<file path="config.mk">
export PLATFORM = sky130hd
export DESIGN_NAME = ctrl_mem_sequencer
export DESIGN_NICKNAME = d
export VERILOG_FILES = /design/src/rtl/cgra_pkg.sv /design/src/rtl/ctrl_mem_regfile.sv /design/src/rtl/ctrl_mem_sequencer.sv
export SDC_FILE = /design/constraint.sdc
export NUM_CORES = 1
export LEC_CHECK = 0
export ABC_AREA = 0
export CAP_MARGIN = 20
export CORE_ASPECT_RATIO = 1.25
export CORE_MARGIN = 2
export CORE_UTILIZATION = 35
export CTS_BUF_LIST = sky130_fd_sc_hd__clkbuf_2 sky130_fd_sc_hd__clkbuf_4 sky130_fd_sc_hd__clkbuf_8
export CTS_CLUSTER_DIAMETER = 200
export CTS_CLUSTER_SIZE = 16
export DETAILED_ROUTE_END_ITERATION = 7
export PLACE_DENSITY = 0.58
export SLEW_MARGIN = 5
export SYNTH_ARGS = -nofsm -noshare
export SYNTH_HDL_FRONTEND = slang
export SYNTH_SLANG_ARGS = --single-unit
</file>
<file path="constraint.sdc">
create_clock -name clk -period 33.3 [get_ports clk]
set_clock_uncertainty 0.1 [all_clocks]
set_input_delay 6.66 -clock clk [delete_from_list [all_inputs] [get_ports clk]]
set_output_delay 6.66 -clock clk [all_outputs]
set_load 0.005 [all_outputs]
</file>
<file path="src/rtl/cgra_pkg.sv">
// Shared CGRA types: configuration word and data tokens used by the tile control path.
`default_nettype none

package cgra_pkg;

  localparam int CFG_W = 49;

  typedef struct packed {
    logic [5:0]      ctrl;
    logic            predicate;
    logic [3:0][2:0] fu_in;
    logic [7:0][2:0] outport;
    logic [5:0]      predicate_in;
  } CGRAConfig_6_4_6_8;

  typedef struct packed {
    logic [31:0] payload;
    logic        predicate;
    logic        bypass;
  } CGRAData_32_1_1;

  typedef struct packed {
    logic payload;
    logic predicate;
  } CGRAData_1_1;

  typedef enum logic [0:0] {
    ST_IDLE = 1'b0,
    ST_RUN  = 1'b1
  } seq_state_e;

endpackage

`default_nettype wire

</file>
<file path="src/rtl/ctrl_mem_regfile.sv">
// Flop-based configuration store: one write port, one combinational read port,
// asynchronously cleared to all-zero words.
`default_nettype none

module ctrl_mem_regfile
  import cgra_pkg::*;
#(
  parameter int DEPTH  = 8,
  parameter int ADDR_W = $clog2(DEPTH)
) (
  input  logic              clk,
  input  logic              reset,
  input  logic              wr_en_i,
  input  logic [ADDR_W-1:0] wr_addr_i,
  input  CGRAConfig_6_4_6_8 wr_data_i,
  input  logic [ADDR_W-1:0] rd_addr_i,
  output CGRAConfig_6_4_6_8 rd_data_o
);

  CGRAConfig_6_4_6_8 mem_q [DEPTH];

  always_ff @(posedge clk or posedge reset) begin
    if (reset) begin
      for (int i = 0; i < DEPTH; i++) begin
        mem_q[i] <= '0;
      end
    end else if (wr_en_i) begin
      mem_q[wr_addr_i] <= wr_data_i;
    end
  end

  assign rd_data_o = mem_q[rd_addr_i];

endmodule

`default_nettype wire

</file>
<file path="src/rtl/ctrl_mem_sequencer.sv">
// Per-tile configuration sequencer: loads config words while idle, then streams
// them in address order to the crossbar for a programmed number of iterations.
`default_nettype none

module ctrl_mem_sequencer
  import cgra_pkg::*;
#(
  parameter int CTRL_MEM_SIZE = 8,
  parameter int ADDR_W        = $clog2(CTRL_MEM_SIZE),
  parameter int ITER_W        = 8
) (
  input  logic              clk,
  input  logic              reset,
  input  logic              recv_wr__en,
  input  logic [ADDR_W-1:0] recv_wr__addr,
  input  CGRAConfig_6_4_6_8 recv_wr__msg,
  output logic              recv_wr__rdy,
  input  logic              start__en,
  input  logic [ADDR_W-1:0] start__last,
  input  logic [ITER_W-1:0] start__iters,
  output logic              start__rdy,
  input  logic              stop,
  output logic              send_ctrl__en,
  output CGRAConfig_6_4_6_8 send_ctrl__msg,
  input  logic              send_ctrl__rdy,
  output logic              busy,
  output logic              done
);

  seq_state_e        state_q, state_d;
  logic [ADDR_W-1:0] pc_q, pc_d;
  logic [ADDR_W-1:0] last_q, last_d;
  logic [ITER_W-1:0] rem_q, rem_d;
  logic              forever_q, forever_d;
  logic              done_q, done_d;
  logic              send_en;
  logic              wr_fire;

  assign wr_fire = recv_wr__en & (state_q == ST_IDLE);

  ctrl_mem_regfile #(
    .DEPTH  (CTRL_MEM_SIZE),
    .ADDR_W (ADDR_W)
  ) u_regfile (
    .clk       (clk),
    .reset     (reset),
    .wr_en_i   (wr_fire),
    .wr_addr_i (recv_wr__addr),
    .wr_data_i (recv_wr__msg),
    .rd_addr_i (pc_q),
    .rd_data_o (send_ctrl__msg)
  );

  always_ff @(posedge clk or posedge reset) begin
    if (reset) begin
      state_q   <= ST_IDLE;
      pc_q      <= '0;
      last_q    <= '0;
      rem_q     <= '0;
      forever_q <= 1'b0;
      done_q    <= 1'b0;
    end else begin
      state_q   <= state_d;
      pc_q      <= pc_d;
      last_q    <= last_d;
      rem_q     <= rem_d;
      forever_q <= forever_d;
      done_q    <= done_d;
    end
  end

  always_comb begin
    state_d   = state_q;
    pc_d      = pc_q;
    last_d    = last_q;
    rem_d     = rem_q;
    forever_d = forever_q;
    done_d    = 1'b0;
    send_en   = 1'b0;
    case (state_q)
      ST_IDLE: begin
        if (start__en) begin
          pc_d      = '0;
          last_d    = start__last;
          rem_d     = start__iters;
          forever_d = (start__iters == '0);
          state_d   = ST_RUN;
        end
      end
      ST_RUN: begin
        send_en = send_ctrl__rdy & ~stop;
        if (stop) begin
          state_d = ST_IDLE;
        end else if (send_en) begin
          if (pc_q == last_q) begin
            pc_d = '0;
            // Zero iterations means free-running: rem is never consumed.
            if (!forever_q) begin
              rem_d = rem_q - ITER_W'(1);
              if (rem_q == ITER_W'(1)) begin
                state_d = ST_IDLE;
                done_d  = 1'b1;
              end
            end
          end else begin
            pc_d = pc_q + ADDR_W'(1);
          end
        end
      end
      default: state_d = ST_IDLE;
    endcase
  end

  assign send_ctrl__en = send_en;
  assign busy          = (state_q == ST_RUN);
  assign recv_wr__rdy  = (state_q == ST_IDLE);
  assign start__rdy    = (state_q == ST_IDLE);
  assign done          = done_q;

endmodule

`default_nettype wire

</file>
# [Word level (Yosys, flattened, before mapping)]
# Cells that the tools add are included.
[totals] wordCells=180 output_inout_bits=54 input_bits=69 register_bits=409
[classes] addsub=2 bitwise_logic=6 n_eq_ne=7 mux=31 n_reduce_logical=5 n_lt_le_gt_ge=3
[ops] cell="bitwise mux 392 bit" count=1
[ops] cell="binary-select mux 49 bit (select 3 bit)" count=1
[ops] cell="demux 49 bit (select 3 bit)" count=1
[ops] cell="2-to-1 mux 49 bit" count=3
[ops] cell="2-to-1 mux 8 bit" count=5
[ops] cell="one-hot mux 8 bit (2 select lines)" count=1
[ops] cell="2-to-1 mux 1 bit" count=13
[ops] cell="2-to-1 mux 3 bit" count=4
[ops] cell="equality test 8 x 1 -> 1 bit (second input constant)" count=1
[ops] cell="greater-or-equal comparator 4 bit (second input constant)" count=2
[ops] cell="zero test 8 bit" count=1
[ops] cell="NOT 3 -> 4 bit" count=2
[ops] cell="subtractor 8 x 1 -> 8 bit (second input constant)" count=1
[ops] cell="!= test 2 x 1 -> 1 bit (second input constant)" count=3
[ops] cell="one-hot mux 3 bit (2 select lines)" count=1
[ops] cell="AND reduction 5 bit" count=1
[ops] cell="less-than comparator 4 x 1 -> 1 bit (second input constant)" count=1
[ops] cell="!= test 2 bit (second input constant)" count=2
[ops] cell="adder 3 x 1 -> 3 bit (second input constant)" count=1
[ops] cell="equality test 3 bit" count=1
[ops] cell="AND reduction 3 bit" count=1
[ops] cell="AND 1 bit" count=2
[ops] cell="NOT 1 bit" count=2
[ops] cell="one-hot mux 1 bit (2 select lines)" count=1
[ops] cell="2 further kinds" count=2

# [Depth between registers and ports, before layout]
[logic_depth] ltp_word=7 ltp_mapped=6 depth_no_buf=6

# [Hierarchy]
# Synthesis repeated with hierarchy kept, for this count alone.
[hier_totals] cells_unflattened=1118 area_unflattened_um2=18531.5
[by_module_without_submodules] mod="ctrl_mem_regfile" area_each_um2=17468.0 seq_area_each_um2=9809.4 cells_per_inst=1007 n_inst=1
[by_module_without_submodules] mod="ctrl_mem_sequencer" area_each_um2=1063.5 seq_area_each_um2=425.4 cells_per_inst=111 n_inst=1

# [Least setup slack after synthesis]
# No wires, ideal clock.
[synth_path] kind="input-to-output" startpoint="in stop" endpoint="out send_ctrl__en" slack_ns=19.585 path_stages=2 required_time_ns=26.540 t_arrival_ns=6.955 path_buffers=0 cell_sequence="nand3b_1 -> inv_1"
[synth_via] elab_chain_cells=3
[synth_lines] element="start, declared" line="ctrl_mem_sequencer.sv:22" text="input logic stop,"
[synth_lines] element="NOT 1 bit" line="ctrl_mem_sequencer.sv:91" text="send_en = send_ctrl__rdy & ~stop;"
[synth_lines] element="AND 1 bit" line="ctrl_mem_sequencer.sv:91"
[synth_lines] element="2-to-1 mux 1 bit" line="ctrl_mem_sequencer.sv:80" text="case (state_q)"
[synth_lines] element="end, declared" line="ctrl_mem_sequencer.sv:23" text="output logic send_ctrl__en,"
# Every way passes these cells.

# [Worst setup path after layout]
# Same ends and word-level chain as after synthesis.

==> results by group <==
Clock network
  • Worst-skew pair later-pin latency: 640 ps
  • Postcts setup bufs: 0
  • Clock sinks: 409
  • Num CTS Buffers: 29
  • Max Root-Sink Buffers: 3
  • Post-CTS resize count: 0
  • Root buf cell: clkbuf_8
  • CTS Hold Bufs: 0
  • CTS tree: done
  • H-Tree Depth: 1
  • Clock transition at path regs: 100 ps

Drt
  • DRC Markers: 0
  • Vias per cell: 5.29
  • DRT Wirelength: 42800 µm
  • Antenna-violating nets left: 0
  • Initial drt markers: 409
  • Via Count: 10054
  • TritonRoute pass-1 iters: 4
  • Routed len/inst: 22.5 µm

Finish
  • Fin nets: 1297
  • Final-layout fill cell count: 4825
  • Share of layout cells above drive strength 1: about 50%
  • Area Overhead vs Synth: 13.0%
  • Util after Layout: between 30 and 40%

Synthesis
  • Cell area after synthesis: 18400 µm²
  • Number of flops mapped to enable cells by yosys: 0
  • Dominant synthesized flop cell: dfrtp_1
  • Cell variety after synth: 42
  • Post-synth ARST share: 100%
  • Register area share after synthesis: between 50% and 60%
  • Syn nets: about 1200
  • Syn. warnings: 0
  • Post-Syn Area per Cell: 16.5 µm²
  • FF+latch count, synth: roughly 410
  • Synth Instances: approximately 1100

Timing
  • Unrepaired setup endpoints after global routing: no
  • Worst-Margin Slew: approximately 1000 ps
  • Total negative slack: 0 ps
  • Slew margin rel.: between 30% and 40%
  • Tmin final: 14820 ps
  • Final setup vio count: 0
  • Final setup margin: 18480 ps
  • Max Freq: 0.0675 GHz
  • Period utilization: 44.5%
  • Fin. max-slew vios: 0
  • Final hold violations: 0

Worst setup path
  • CP Class: in -> out
  • Worst setup SP type: input pin
  • RR Startpoint: busy$_DFF_PP0_
  • R2r endpoint: u_regfile.mem_q[208]$_DFFE_PP0P_
  • Reg2Reg Depth: 6
  • Worst setup EP type: output port
  • Worst EP arrival: 8060 ps
  • Critical path peak fanout: 5
  • Reg-to-reg slack, setup: 29910 ps
  • Worst path required time: 26540 ps

Floorplanning
  • I/O pin total: 123
  • Rows: 94
  • Die Y: 261 µm
  • Starting density of the core: 35.2%
  • Core Area: ~52000 µm²
  • Area of the die: ~55000 µm²
  • DIE WIDTH: 209 µm

Power
  • Power per standard cell area: between 60 and 70 nW/µm²
  • Worst vdd ir: approximately 0.000037 V
  • Leakage: 8.50 nW

Global route
  • Largest net degree at the start of global routing: 168
  • Number of global-route vias before repair: 11172
  • Total track usage: 16.0%
  • Initial antenna violation count: 6
  • Total congestion overflow: 0
  • Global-route wire length before repair: approximately 67000 µm

Min path
  • HP Start: u_regfile.mem_q[21]$_DFFE_PP0P_
  • Hold EP: u_regfile.mem_q[21]$_DFFE_PP0P_
  • Hold Path Depth: 1
  • Hold Crit Class: reg -> reg

Status
  • Status: completed

Placement
  • Buffers on Ports: 122
  • Placer Congestion: 0.742
  • Post-detail-place hpwl: 25300 µm
  • Setup WS pre-CTS: about 19000 ps

Run
  • Total of max-cap violations: 0
## power breakdown
part           total (mW)  switching [mW]  internal (mW)
sequential          0.716          0.0754          0.641
clock               0.241           0.160         0.0814
combinational       0.387           0.129          0.258
## flip-flops by register name (all words and copies together) (netlist names)
name             count
pc_q                 3
u_regfile.mem_q    392
rem_q                8
busy                 1
forever_q            1
last_q               3
done                 1
## cell usage after synthesis, drive strengths merged (3+ instances only)
cell type | count | share of area (%)
mux2 | 441 | 27
dfrtp | 409 | 55
mux4 | 98 | 12
buf | 53 | 1.5
clkbuf | 20 | 0.41
nand2 | 19 | 0.39
nor2 | 8 | 0.16
inv | 7 | 0.14
a311oi | 5 | 0.24
nor4 | 5 | 0.33
nand3 | 4 | 0.11
nand4 | 4 | 0.14
nor3b | 4 | 0.24
a21oi | 3 | 0.081
ha | 3 | 0.20
nand3b | 3 | 0.12
nor2b | 3 | 0.10
nor4b | 3 | 0.14
o21ai | 3 | 0.081
xor2 | 3 | 0.24
## stage by stage
step | area, µm² | std cells | total power [mW] | hold slack [ps]
floorplan | 18400 | 1121 | 0.978 | 359
global placement | 20400 | 1864 | 1.10 | 382
detailed placement | 20400 | 1866 | 1.12 | 386
CTS | 20800 | 1899 | 1.37 | 413
global route | 20800 | 1901 | 1.43 | 424
finish | 20800 | 1901 | 1.34 | 410
## area by class of cell
| cell class | count | area, µm² | area share, % |
|---|---|---|---|
| inverter | 7 | 33.8 | 0.162 |
| tap | 672 | 841 | 4.03 |
| multi-input combinational | 632 | 7850 | 37.7 |
| timing repair buffer | 146 | 1440 | 6.91 |
| antenna | 2 | 5.00 | 0.0240 |
| sequential | 409 | 10200 | 49.1 |
| clock inverter | 2 | 16.3 | 0.0780 |
| clock buffer | 31 | 414 | 1.99 |
## worst max path at each step
stage | startpoint | to | slack, ps
floorplan | reset | busy$_DFF_PP0_ | 15160
global placement | stop | send_ctrl__en | 18510
detailed placement | stop | send_ctrl__en | 18510
CTS | stop | send_ctrl__en | 18490
global route | stop | send_ctrl__en | 18420
finish | stop | send_ctrl__en | 18480
## cells in the final DEF (no fill, tap or decap), drive strengths merged, types with 2 or more instances in the layout
| cell type | synthesis | final |
|---|---|---|
| mux2 | 441 | 441 |
| dfrtp | 409 | 409 |
| clkdlybuf4s50 | 0 | 122 |
| mux4 | 98 | 98 |
| clkbuf | 20 | 31 |
| buf | 53 | 24 |
| nand2 | 19 | 19 |
| nor2 | 8 | 8 |
| inv | 7 | 8 |
| a311oi | 5 | 5 |
| nor4 | 5 | 5 |
| nand3 | 4 | 4 |
| nand4 | 4 | 4 |
| nor3b | 4 | 4 |
| nand3b | 3 | 3 |
| nor4b | 3 | 3 |
| nor2b | 3 | 3 |
| o21ai | 3 | 3 |
| a21oi | 3 | 3 |
| ha | 3 | 3 |
| xor2 | 3 | 3 |
| diode | 0 | 2 |
| a31o | 2 | 2 |
| o31ai | 2 | 2 |
| nand2b | 2 | 2 |
| o22ai | 2 | 2 |
| mux2i | 2 | 2 |
| nor3 | 2 | 2 |
| and3 | 2 | 2 |
## worst max-delay path, cell delays in order
cell	delay, ps
clkdlybuf4s50_1	450
nand3b_1	230
inv_1	180
clkdlybuf4s50_1	530
## cell families (layout without fill, tap and decap cells)
kind of cell | after synthesis | in the layout | synth area share (%)
adder cells (fa/ha/maj) | 3 | 3 | 0.203
other | 0 | 2 | 0
XOR/XNOR | 4 | 4 | 0.292
flip-flops | 409 | 409 | 55.5
AND/OR/NAND/NOR | 61 | 61 | 2.03
multiplexers | 541 | 541 | 39.0
AO/OA/AOI/OAI | 23 | 23 | 0.922
buffers and inverters | 80 | 186 | 2.08
## metal layers
metal  track usage (%)  vias up  wire [µm]
met4              3.23        6        625
met1              21.0     5493      19400
met5                 0        -         38
li1                  -     4382          -
met2              28.0      128      21300
met3              2.53       45       1450
Power figures use the tool's default switching activity.
